## src/rtl/shift_frame_sequencer_pkg.sv

```systemverilog
// Shared definitions for the shift frame sequencer: FSM state encoding and
// helpers that derive the beat count and beat-counter width from the word
// and beat widths.
package shift_frame_sequencer_pkg;

  typedef enum logic [1:0] {
    ST_IDLE  = 2'd0,
    ST_SHIFT = 2'd1,
    ST_DONE  = 2'd2
  } state_t;

  // Number of serial beats that make up one parallel word.
  function automatic int beat_count(input int pw, input int sw);
    return pw / sw;
  endfunction

  // Width of the beat counter; it must hold 0 .. N-1.
  function automatic int beat_cnt_width(input int pw, input int sw);
    int n;
    n = pw / sw;
    return (n < 2) ? 1 : $clog2(n);
  endfunction

endpackage

```

## src/rtl/shift_frame_sequencer_core.sv

```systemverilog
// Parallel/serial shift register with load and beat enable, plus the beat
// counter. The register shifts MSB-first: the top beat leaves while the new
// serial beat enters at the bottom.
module shift_frame_core
  import shift_frame_sequencer_pkg::*;
#(
  parameter int PW = 32,
  parameter int SW = 1,
  parameter int CW = 5
) (
  input  logic          Clock,
  input  logic          Reset,
  input  logic          i_load,
  input  logic [PW-1:0] i_load_data,
  input  logic          i_shift,
  input  logic          i_clear_cnt,
  input  logic [SW-1:0] i_sin,
  output logic [PW-1:0] o_sreg,
  output logic [CW-1:0] o_beat_cnt
);

  logic [PW-1:0] r_sreg;
  logic [CW-1:0] r_beat_cnt;

  // Shift register: clear hold on abort, load a new word, or advance one beat.
  // NOTE: sequential state uses non-blocking (<=) so every register samples
  // pre-edge values regardless of statement order.
  always_ff @(posedge Clock or posedge Reset) begin
    if (Reset) begin
      r_sreg <= '0;
    end else if (i_clear_cnt) begin
      r_sreg <= r_sreg;
    end else if (i_load) begin
      r_sreg <= i_load_data;
    end else if (i_shift) begin
      r_sreg <= {r_sreg[PW-SW-1:0], i_sin};
    end
  end

  // Beat counter: zeroed on load and on abort, counts accepted beats.
  always_ff @(posedge Clock or posedge Reset) begin
    if (Reset) begin
      r_beat_cnt <= '0;
    end else if (i_clear_cnt || i_load) begin
      r_beat_cnt <= '0;
    end else if (i_shift) begin
      r_beat_cnt <= r_beat_cnt + CW'(1);
    end
  end

  assign o_sreg     = r_sreg;
  assign o_beat_cnt = r_beat_cnt;

endmodule

```

## src/rtl/shift_frame_sequencer.sv

```systemverilog
// Frame sequencer: accepts a word, shifts it out over N = pwidth/swidth
// strobed beats while capturing SIn, then presents the captured word.
// Optional build macro SHIFT_FRAME_SEQ_FRAMECOUNT_EN adds a 16-bit
// completed-frame counter output FrameCount.
module shift_frame_sequencer
  import shift_frame_sequencer_pkg::*;
#(
  parameter int pwidth = 32,
  parameter int swidth = 1
) (
  input  logic              Clock,
  input  logic              Reset,
  input  logic [pwidth-1:0] InData,
  input  logic              InValid,
  output logic              InReady,
  input  logic              Strobe,
  input  logic              Abort,
  input  logic [swidth-1:0] SIn,
  output logic [swidth-1:0] SOut,
  output logic              SValid,
  output logic              SFirst,
  output logic              SLast,
  output logic [pwidth-1:0] OutData,
  output logic              OutValid,
  input  logic              OutReady,
  output logic              Busy
`ifdef SHIFT_FRAME_SEQ_FRAMECOUNT_EN
  ,
  output logic [15:0]       FrameCount
`endif
);

  localparam int N  = beat_count(pwidth, swidth);
  localparam int CW = beat_cnt_width(pwidth, swidth);
  localparam logic [CW-1:0] LAST_BEAT = CW'(N - 1);

  if (((pwidth % swidth) != 0) || (N < 2)) begin : g_param_check
    $fatal(1, "shift_frame_sequencer: pwidth must be a multiple of swidth with pwidth/swidth >= 2");
  end

  state_t            r_state;
  state_t            w_next;
  logic              w_load;
  logic              w_shift;
  logic              w_clear;
  logic              w_done_hs;
  logic [pwidth-1:0] w_sreg;
  logic [CW-1:0]     w_beat_cnt;

  shift_frame_core #(
    .PW (pwidth),
    .SW (swidth),
    .CW (CW)
  ) u_core (
    .Clock       (Clock),
    .Reset       (Reset),
    .i_load      (w_load),
    .i_load_data (InData),
    .i_shift     (w_shift),
    .i_clear_cnt (w_clear),
    .i_sin       (SIn),
    .o_sreg      (w_sreg),
    .o_beat_cnt  (w_beat_cnt)
  );

  // State register.
  always_ff @(posedge Clock or posedge Reset) begin
    if (Reset) begin
      r_state <= ST_IDLE;
    end else begin
      r_state <= w_next;
    end
  end

  // Next-state and handshake decode; Abort overrides every other request.
  // NOTE: every signal gets a default first so no path leaves one unassigned,
  // which would otherwise infer a latch.
  always_comb begin
    w_next    = r_state;
    w_load    = 1'b0;
    w_shift   = 1'b0;
    w_clear   = 1'b0;
    w_done_hs = 1'b0;
    InReady   = 1'b0;
    SValid    = 1'b0;
    SFirst    = 1'b0;
    SLast     = 1'b0;
    OutValid  = 1'b0;
    case (r_state)
      ST_IDLE: begin
        InReady = ~Abort;
        if (InValid && !Abort) begin
          w_load = 1'b1;
          w_next = ST_SHIFT;
        end
      end
      ST_SHIFT: begin
        SValid = Strobe;
        SFirst = Strobe && (w_beat_cnt == '0);
        SLast  = Strobe && (w_beat_cnt == LAST_BEAT);
        if (Strobe && !Abort) begin
          w_shift = 1'b1;
          if (w_beat_cnt == LAST_BEAT) begin
            w_next = ST_DONE;
          end
        end
      end
      ST_DONE: begin
        OutValid = 1'b1;
        if (OutReady && !Abort) begin
          w_done_hs = 1'b1;
          w_next    = ST_IDLE;
        end
      end
      default: w_next = ST_IDLE;
    endcase
    if (Abort) begin
      w_clear = 1'b1;
      w_next  = ST_IDLE;
    end
  end

  // SOut comes straight from register bits so it can be packed into the IO.
  assign SOut    = w_sreg[pwidth-1 -: swidth];
  assign OutData = w_sreg;
  assign Busy    = (r_state != ST_IDLE);

`ifdef SHIFT_FRAME_SEQ_FRAMECOUNT_EN
  logic [15:0] r_frame_cnt;

  // Completed-frame counter; wraps naturally at 16 bits.
  always_ff @(posedge Clock or posedge Reset) begin
    if (Reset) begin
      r_frame_cnt <= '0;
    end else if (w_done_hs) begin
      r_frame_cnt <= r_frame_cnt + 16'd1;
    end
  end

  assign FrameCount = r_frame_cnt;
`endif

endmodule

```

## config.mk

```make
export PLATFORM = sky130hd
export DESIGN_NAME = shift_frame_sequencer
export DESIGN_NICKNAME = d
export VERILOG_FILES = /design/src/rtl/shift_frame_sequencer_pkg.sv /design/src/rtl/shift_frame_sequencer_core.sv /design/src/rtl/shift_frame_sequencer.sv
export SDC_FILE = /design/constraint.sdc
export NUM_CORES = 1
export LEC_CHECK = 0
export ABC_CLOCK_PERIOD_IN_PS = 3950
export BUFFER_PORTS_ARGS = -buffer_cell sky130_fd_sc_hd__buf_2
export CAP_MARGIN = 40
export CORE_MARGIN = 4
export CORE_UTILIZATION = 50
export CTS_CLUSTER_SIZE = 40
export DETAILED_ROUTE_END_ITERATION = 10
export PLACE_DENSITY = 0.8
export SYNTH_ARGS = -nofsm -noshare
export SYNTH_HDL_FRONTEND = slang
export SYNTH_HIERARCHICAL = 1
export SYNTH_SLANG_ARGS = --single-unit
```

## constraint.sdc

```tcl
create_clock -name Clock -period 3.95 [get_ports Clock]
set_clock_uncertainty 0.1 [all_clocks]
set_input_delay 0.5925 -clock Clock [delete_from_list [all_inputs] [get_ports Clock]]
set_output_delay 0.5925 -clock Clock [all_outputs]
set_load 0.01 [all_outputs]
```

==> results_dict.tcl, run 1 <==
set metrics [dict create \
    grtUsageMet1 0.2031 \
    drc 0 \
    startpoint_type "flop" \
    cts_tree "built" \
    power_frac_seq 0.401 \
    dpl-instance-area_um2 2567 \
    grt_pass1_wl_um 6810 \
    min_path_type "input port to async pin" \
    critPathMaxFanout 22 \
    cts.sinks 39 \
    ant_nets 0 \
    cts_root_buffer "clkbuf_8" \
    clkTransAtPathRegs_ps 70 \
    power_mw 1.663 \
    final_core_util 0.6479 \
    cts_max_level 2 \
    cellLeakagePower_nw 1.370 \
    use_met3 0.07297 \
    yosysWarnings 6 \
    fin_area_um2 2685 \
    finalSetupTns_ps 0 \
    vias_per_cell 5.182 \
    slew_headroom 0.6412 \
    arrival_ps 2810 \
    core_area_um2 4144 \
    cp.required_ps 4020 \
    ios 78 \
    hold_buffers 0 \
    yosys-top-cells-area "dfrtp_1, mux2_4, mux2_2, buf_6, buf_12" \
    fmax_mhz 365.3 \
    via_count 1451 \
    io_buffers 77 \
    start_util 0.5320 \
    busiest_layer "met2" \
    synth_cells 151 \
    die-area_um2 5535 \
    yosysTopAreaCell "dfrtp_1" \
    antenna_found_initial 0 \
    diodes 0 \
    outcome "finished, final reports clean" \
    wl_per_cell_um 15.51 \
    post_cts_resize_count 0 \
    die_h_um 74.40 \
    rr_worst_depth 6 \
    vdd_ir_drop_max_mv 0.3023 \
    cts_inserted_buffers 5 \
    drv_slew 0 \
    finalSetupViolCount 0 \
    finalWeightedCongestion 0.7632 \
    finalCritPeriodShare 0.6930 \
    ys_ff_latch 39 \
    power_density_nw_per_um2 619.3 \
    syn-cell-area_um2 2205 \
    drtIter0Drc 39 \
    post-route-min-period_ps 2737 \
    dr.pass1.iters 4 \
    die_w_um 74.40 \
    rsz0062_at_grt "no" \
    syn_to_final_growth_pct 21.79 \
    grt_usage 0.1610 \
    ys_types 30 \
    hold_viol 0 \
    syn_avg_cell_area_um2 14.60 \
    grt_pass1_vias 1509 \
    p_clk_frac 0.203 \
    drive_above_1_share 0.7000 \
    yosysSeqAreaShare 0.4427 \
    p_sw_uw 497.4 \
    grt_use_met2 0.2478 \
    worstMarginPinSlew_ps 536.2 \
    end_kind "flop" \
    netlist.area_leader.share 0.4427 \
    syn_nets 191 \
    rows 23 \
    p_comb_frac 0.396 \
    cts_setup_buffers 0 \
    insertion_delay_ps 280 \
    hpwlAfterDp_um 3243 \
    final_nets 269 \
    wl_um 4343 \
    maxCapViolCount 0 \
    grt_max_degree 38 \
    worstSetupPathType "flop to flop" \
    overflow 0 \
    whs_ps 54.46 \
    clockBufferDepth 2 \
    cellInternalPower_mw 1.166 \
    switching_share 0.2991 \
]
[critical path, stage by stage (launching register included)]
cell and delay [ps]:
dfrtp_1 400, nor2b_1 240, nand2_1 140, nor2_1 440, o21ba_2 470, buf_4 440
mux2_2 380
[placed cells by master (no fill, tap or decap)]
cell type / netlist / layout
ha_1: 1 / 1
mux2_2: 36 / 36
nand2b_1: 1 / 1
nor2_1: 5 / 5
buf_2: 0 / 77
nor3b_1: 2 / 2
o21ba_2: 0 / 1
or4_4: 1 / 1
buf_16: 0 / 1
o21ai_0: 1 / 1
a21bo_2: 1 / 1
bufinv_16: 0 / 1
nor3_1: 2 / 2
and2_1: 1 / 1
nand4_1: 3 / 3
mux2i_1: 1 / 1
clkinv_2: 0 / 1
nand2_1: 1 / 1
dfrtp_1: 39 / 39
mux2_4: 30 / 30
or2_2: 1 / 1
and4_1: 1 / 1
nor2b_1: 2 / 2
a21oi_1: 2 / 2
or2_1: 1 / 1
clkbuf_8: 0 / 6
nand3b_1: 1 / 1
buf_4: 1 / 3
a41oi_1: 1 / 1
xnor2_1: 1 / 1
nor3_2: 1 / 1
and4_2: 1 / 1
inv_1: 3 / 3
[routing by layer]
metal  wire [um]  part of all wire
met1        1903              0.44
met2        2009              0.46
met3         384             0.088
met4          44             0.010
met5           0                 0
[power groups by stage]
stage	clock (mW)	sequential (mW)	combinational, mW
6_report	0.338	0.666	0.659
3_5_place_dp	0	0.669	0.667
3_3_place_gp	0	0.672	0.647
2_1_floorplan	0	0.723	0.384
5_1_grt	0.370	0.688	0.711
4_1_cts	0.349	0.667	0.667
[logic make-up after synthesis]
kind of cell,share of synthesized area
AOI/OAI and AO/OA,0.01986
adders and majority gates,0.005674
DFF,0.4427
and+or+nand+nor,0.06868
xor gates and xnor gates,0.003973
muxes,0.3927
buffers and inverters,0.06640
[flip-flops by register name, indices dropped and copies added (netlist names)]
name	flops
u_core/o_beat_cnt	5
r_state	2
u_core/o_sreg	32
[final timing paths]
path,startpoint,endpoint,slack [ps]
worst max-delay path,r_state[0]$_DFFE_PP0P_,u_core/o_sreg[29]$_DFFE_PP0P_,1210
worst min-delay path,Reset,r_state[1]$_DFFE_PP0P_,50
max in group asynchronous,Reset,u_core/o_sreg[0]$_DFFE_PP0P_,3080
worst max register to register,r_state[0]$_DFFE_PP0P_,u_core/o_sreg[29]$_DFFE_PP0P_,1210
worst min register to register,u_core/o_sreg[28]$_DFFE_PP0P_,u_core/o_sreg[28]$_DFFE_PP0P_,440
min in group Clock,u_core/o_sreg[28]$_DFFE_PP0P_,u_core/o_sreg[28]$_DFFE_PP0P_,440
[synthesized netlist by cell type]
cell      number
nand2_1        1
nor3b_1        2
nor2b_1        2
or2_2          1
inv_1          3
buf_4          1
o21ba_1        1
or2_1          1
nor3_2         1
buf_12         3
nand2b_1       1
a41oi_1        1
or4_4          1
buf_6          6
mux2_2        36
a21bo_2        1
mux2i_1        1
nor3_1         2
nor2_1         5
and4_1         1
a21oi_1        2
o21ai_0        1
nand4_1        3
xnor2_1        1
dfrtp_1       39
nand3b_1       1
mux2_4        30
ha_1           1
and2_1         1
and4_2         1
[area by class of cell]
cell class	instances	area [um2]
clock buffers	6	82.58
clock inverters	2	35.03
fillers	326	1459
inverters	3	11.26
multi-input cells	99	1082
flip-flops and latches	39	975.9
well taps	50	62.56
repair buffers	81	435.4
[through the flow]
| stage | std cells | worst slack [ps] |
|---|---|---|
| final | 280 | 1213 |
| after global routing | 280 | 1081 |
| after CTS | 280 | 1262 |
| after detailed placement | 272 | 1256 |
| after global placement | 271 | 1340 |
| after floorplan | 151 | 1831 |
No activity file was read; power rests on OpenSTA's default activity.
==> run 2, diff against run 1 <==
- ABC_AREA: not set -> 1
- ABC_CLOCK_PERIOD_IN_PS: 3950 -> 2400
- CORE_UTILIZATION: 50 -> 44
- PLACE_DENSITY: 0.8 -> 0.75
- clock period: 3.95 -> 2.4 ns (I/O delays scaled with it)
==> run 2 against run 1 <==
Count of clock-buffer cells in the layout is 2 higher. Design area decreased by 3.6%. Worst setup slack got worse by 700 ps. Cell count rose by 45%. Critical endpoint is now u_core/o_sreg[31]$_DFFE_PP0P_. Hold slack improved by 170 ps. Sequential power is 39% higher. Area after synthesis decreased by 5.0%. Critical path depth grew 4. Die area increased by 7.1%. Via count is 33% higher. Fmax increased by 45%. Clock power increased by 46%. Critical path type unchanged.
==> results_dict.tcl, run 2 <==
set metrics [dict create \
    ys_types 22 \
    syn_avg_cell_area_um2 7.507 \
    synthFlopType "dfrtp_1" \
    cts_tree "built" \
    min_from "OutReady" \
    overflow 0 \
    netlist.area_leader.share 0.4659 \
    seqCellArea_um2 975.9 \
    finalWorstSetupSlack_ps 511.7 \
    cp.required_ps 2520 \
    grt_max_degree 65 \
    dpl-instance-area_um2 2479 \
    grt_usage 0.1588 \
    insertion_delay_ps 290 \
    hold_viol 0 \
    dpl_worst_slack_ps 480.9 \
    finalCritPeriodShare 0.7868 \
    power_density_nw_per_um2 825.4 \
    cts_setup_buffers 0 \
    rr_worst_depth 10 \
    mostFrequentLayoutCell "nand2_1" \
    grt_pass1_vias 1752 \
    worst_hold_path.endpoint "r_state[1]$_DFFE_PP0P_" \
    finalWeightedCongestion 0.7869 \
    hold_buffers 1 \
    largest_register_ffs 32 \
    min_path_type "input port to flop" \
    critPathMaxFanout 64 \
    ff2ff_setup_slack_ps 510 \
    async_flop_share 1.000 \
    worstSetupPathType "flop to flop" \
    finalSetupViolCount 0 \
    cts_inserted_buffers 5 \
    yosysSeqAreaShare 0.4659 \
    wl_um 4644 \
    syn_nets 319 \
    p_comb_frac 0.336 \
    drv_slew 0 \
    multiInputGateArea_um2 828.3 \
    outcome "finished, final reports clean" \
    wl_per_cell_um 11.44 \
    start_util 0.4681 \
    dr.pass1.iters 4 \
    io_buffers 77 \
    vdd_ir_drop_max_mv 0.2985 \
    core_area_um2 4474 \
    grt_pass1_wl_um 7714 \
    fin_area_um2 2589 \
    ys_ff_latch 39 \
    yosysWarnings 6 \
    drive_above_1_share 0.2853 \
    startpoint_type "flop" \
    ant_nets 0 \
    cts.sinks 39 \
    yosysMostFrequentCell "nand2_1" \
    ios 78 \
    switching_share 0.3483 \
    rows 24 \
    cellLeakagePower_nw 1.362 \
    syn-cell-area_um2 2095 \
    end_kind "flop" \
    drc 0 \
    slew_headroom 0.6829 \
    power_frac_seq 0.433 \
    post_cts_resize_count 0 \
    rsz0062_at_grt "no" \
    cts_root_buffer "clkbuf_8" \
    yosys-top-cells-area "dfrtp_1, nand2_1, o21ai_1, inv_1, o21ai_0" \
    fmax_mhz 529.6 \
    r2r-end "u_core/o_sreg[31]$_DFFE_PP0P_" \
    finalSetupTns_ps 0 \
    regToRegStartpoint "r_state[0]$_DFFE_PP0P_" \
    drtIter0Drc 106 \
    arrival_ps 2010 \
    fillCellCount 424 \
    die-area_um2 5928 \
    cts_max_level 2 \
    antenna_found_initial 0 \
    synth_edf_count 0 \
    diodes 0 \
    p_sw_uw 744.2 \
    worstMarginPinSlew_ps 475.7 \
    clockBufferDepth 2 \
    p_clk_frac 0.231 \
    final_core_util 0.5786 \
    maxCapViolCount 0 \
    via_count 1926 \
    die_w_um 77.00 \
    post-route-min-period_ps 1888 \
    vias_per_cell 4.744 \
    clkTransAtPathRegs_ps 80 \
    hpwlAfterDp_um 3348 \
    final_nets 393 \
    syn_to_final_growth_pct 23.60 \
    synthTopCellsByCount "nand2_1, inv_1, o21ai_1" \
    yosysTopAreaCell "dfrtp_1" \
    most-common-layout-cells "nand2_1, buf_2, o21ai_1, inv_1, dfrtp_1" \
    synth_cells 279 \
    hold_depth 4 \
    cellInternalPower_mw 1.393 \
    die_h_um 77.00 \
]
## run 2: area by class of cell
class | count | share of cell area
inverter | 47 | 0.06815
clock buffer | 8 | 0.03867
sequential | 39 | 0.3770
tap | 52 | 0.02513
multi-input combinational | 179 | 0.3200
timing repair buffer | 81 | 0.1711
## run 2: logic make-up after synthesis
family	Yosys count	synth area share
compound gates	70	0.1691
fa+ha+maj	1	0.005973
buf+inv	61	0.1386
flops	39	0.4660
simple gates	108	0.2204
## run 2: worst max-delay path by stage
stage	start	to	cells past startpoint
5_1_grt	r_state[0]$_DFFE_PP0P_	u_core/o_sreg[21]$_DFFE_PP0P_	10
4_1_cts	r_state[1]$_DFFE_PP0P_	u_core/o_sreg[31]$_DFFE_PP0P_	10
3_5_place_dp	Abort	u_core/o_sreg[31]$_DFFE_PP0P_	9
3_3_place_gp	Abort	u_core/o_sreg[29]$_DFFE_PP0P_	9
2_1_floorplan	r_state[0]$_DFFE_PP0P_	u_core/o_sreg[17]$_DFFE_PP0P_	10
6_report	r_state[0]$_DFFE_PP0P_	u_core/o_sreg[31]$_DFFE_PP0P_	10
## run 2: worst max-delay path: stages, from the launching register on
cell     delay, ps
dfrtp_1        430
nor2_2         130
inv_2           50
nor2_2          90
nand2_1        100
inv_2          240
nor2_2         120
nor2_8         110
buf_12         250
nor2_1          70
a21oi_1        120
## run 2: power groups by stage
| stage | Combinational (mW) | Sequential, mW | Clock, mW |
|---|---|---|---|
| 2_1_floorplan | 0.354 | 1.02 | 0 |
| 3_5_place_dp | 0.723 | 0.941 | 0 |
| 4_1_cts | 0.728 | 0.929 | 0.506 |
| 6_report | 0.717 | 0.926 | 0.494 |
| 5_1_grt | 0.806 | 0.957 | 0.531 |
| 3_3_place_gp | 0.706 | 0.936 | 0 |
## run 2: metrics by stage
step,instances,total power [mW],hold WS [ps]
final,406,2.137,228.1
after global routing,406,2.294,246.4
after CTS,406,2.163,219.0
after detailed placement,397,1.664,124.5
after global placement,397,1.642,119.8
after floorplan,279,1.377,1.185
## run 2: routing by layer
layer | up-vias | wire length (um) | GRT usage
li1 | 1017 | - | -
met1 | 833 | 2146 | 0.1982
met2 | 70 | 2025 | 0.2596
met3 | 6 | 414 | 0.05504
met4 | 0 | 58 | 0.04804
met5 | - | 0 | 0
==> run 3, diff against run 2 <==
- ABC_AREA: 1 -> 0
- ABC_CLOCK_PERIOD_IN_PS: 2400 -> 1900
- CORE_UTILIZATION: 44 -> 50
- PLACE_DENSITY: 0.75 -> 0.8
- clock period: 2.4 -> 1.9 ns (I/O delays scaled with it)
==> run 3 against run 2 <==
The run now ends with setup timing left. Combinational power is 110% higher. Clock power is 14% higher. Worst setup slack worse by 540 ps. Cell count is 27% lower. Die area is 6.6% lower. Fmax is 1.9% lower. Critical path type unchanged. Critical endpoint is now u_core/o_sreg[24]$_DFFE_PP0P_. Largest cell class is now multi-input combinational cells.
==> results_dict.tcl, run 3 (synthesis results as in run 1) <==
set metrics [dict create \
    ios 78 \
    rr_worst_depth 7 \
    slew_headroom 0.6823 \
    post-route-min-period_ps 1925 \
    cts_max_level 2 \
    power_density_nw_per_um2 1175 \
    fin_area_um2 2945 \
    outcome "complete, but fails checks" \
    largest_register_ffs 32 \
    clockBufferDepth 2 \
    cts.sinks 39 \
    cellLeakagePower_nw 1.514 \
    clkTransAtPathRegs_ps 70 \
    wl_um 5000 \
    vias_per_cell 5.257 \
    die_w_um 74.40 \
    worstMarginPinSlew_ps 476.6 \
    via_count 1556 \
    fillCellCount 308 \
    mostFrequentLayoutCell "buf_2" \
    violations "setup timing" \
    cts_root_buffer "clkbuf_8" \
    start_util 0.5320 \
    ff2ff_setup_slack_ps -20 \
    cts_inserted_buffers 5 \
    diodes 0 \
    fmax_mhz 519.5 \
    critPathMaxFanout 5 \
    final_cells 296 \
    dpl-instance-area_um2 2665 \
    finalSetupViolCount 17 \
    finalWeightedCongestion 0.7954 \
    wl_per_cell_um 16.89 \
    startpoint_type "flop" \
    arrival_ps 2000 \
    drtIter0Drc 108 \
    finalSetupTns_ps -296.2 \
    cts_tree "built" \
    die_h_um 74.40 \
    cp.required_ps 1980 \
    drc 0 \
    hold_viol 0 \
    grt_pass1_vias 1519 \
    min_path_type "input port to flop" \
    most-common-layout-cells "buf_2, mux2_4, dfrtp_1, mux2_2, buf_4" \
    syn_to_final_growth_pct 33.60 \
    final_nets 286 \
    finalCritPeriodShare 1.013 \
    io_buffers 77 \
    worst_hold_path.endpoint "r_state[1]$_DFFE_PP0P_" \
    min_from "OutReady" \
    overflow 0 \
    rows 23 \
    vdd_ir_drop_max_mv 0.6062 \
    hold_depth 3 \
    regToRegStartpoint "r_state[0]$_DFFE_PP0P_" \
    maxCapViolCount 0 \
    grt_max_degree 38 \
    antenna_found_initial 0 \
    drive_above_1_share 0.7439 \
    worstSetupPathType "flop to flop" \
    r2r-end "u_core/o_sreg[24]$_DFFE_PP0P_" \
    end_kind "flop" \
    hpwlAfterDp_um 3389 \
    die-area_um2 5535 \
    finalWorstSetupSlack_ps -24.91 \
    ant_nets 0 \
    dpl_worst_slack_ps -18.31 \
    whs_ps 144.8 \
    core_area_um2 4144 \
    dr.pass1.iters 4 \
    rsz0062_at_grt "yes" \
    drv_slew 0 \
    grt_usage 0.1818 \
    grt_pass1_wl_um 7583 \
    place_inst 280 \
    insertion_delay_ps 290 \
]
[run 3: area by class of cell]
cell class                 count  area, um2  area share
multi-input combinational     99       1174      0.3985
sequential                    39      977.2      0.3318
timing repair buffer          98      633.1      0.2150
clock buffer                   6      82.58     0.02804
tap                           50      62.56     0.02124
inverter                       3      11.26    0.003823
clock inverter                 1      5.005    0.001699
[run 3: worst max-delay path, cell delays in order (launching register included)]
cell and delay (ps):
dfrtp_1 380, or2_4 260, nor2_4 80, and2_4 210, o21ba_4 220, buf_12 120, clkbuf_16 140, mux2_4 290
[run 3: where the power goes]
part | switching (mW) | internal [mW]
combinational | 0.528 | 0.964
sequential | 0.263 | 1.14
clock | 0.279 | 0.285
[run 3: worst max-delay path by stage]
stage / start / to / slack, ps / cells after the start
2_1_floorplan: r_state[1]$_DFFE_PP0P_ / u_core/o_sreg[10]$_DFFE_PP0P_ / -110 / 7
3_3_place_gp: r_state[1]$_DFFE_PP0P_ / u_core/o_sreg[22]$_DFFE_PP0P_ / 20 / 6
6_report: r_state[0]$_DFFE_PP0P_ / u_core/o_sreg[24]$_DFFE_PP0P_ / -20 / 7
5_1_grt: r_state[0]$_DFFE_PP0P_ / u_core/o_sreg[11]$_DFFE_PP0P_ / -80 / 6
3_5_place_dp: r_state[1]$_DFFE_PP0P_ / u_core/o_sreg[31]$_DFFE_PP0P_ / -20 / 6
4_1_cts: r_state[1]$_DFFE_PP0P_ / u_core/o_sreg[23]$_DFFE_PP0P_ / -20 / 7
[run 3: through the flow]
step,util,power [mW]
finish,0.7107,3.460
global route,0.7107,3.655
CTS,0.6950,3.423
detailed placement,0.6431,2.812
global placement,0.6431,2.763
floorplan,-,2.311
[run 3: repair_timing]
action / CTS / global route
gates cloned: 1 / 1
endpoints found under the setup margin: 28 / 33
pin swaps: 2 / 4
hold buffers: 1 / 0
buffers inserted: 5 / 2
resized for setup: 9 / 14
hold endpoints to repair: 2 / 0
[run 3: metal layers]
layer | part of all wire | vias to the layer above | routed length, um | GRT usage
li1 | - | 730 | - | -
met1 | 0.44 | 767 | 2195 | 0.2382
met2 | 0.49 | 51 | 2436 | 0.2976
met3 | 0.061 | 8 | 304 | 0.04324
met4 | 0.013 | 0 | 63 | 0.05929
met5 | 0 | - | 0 | 0
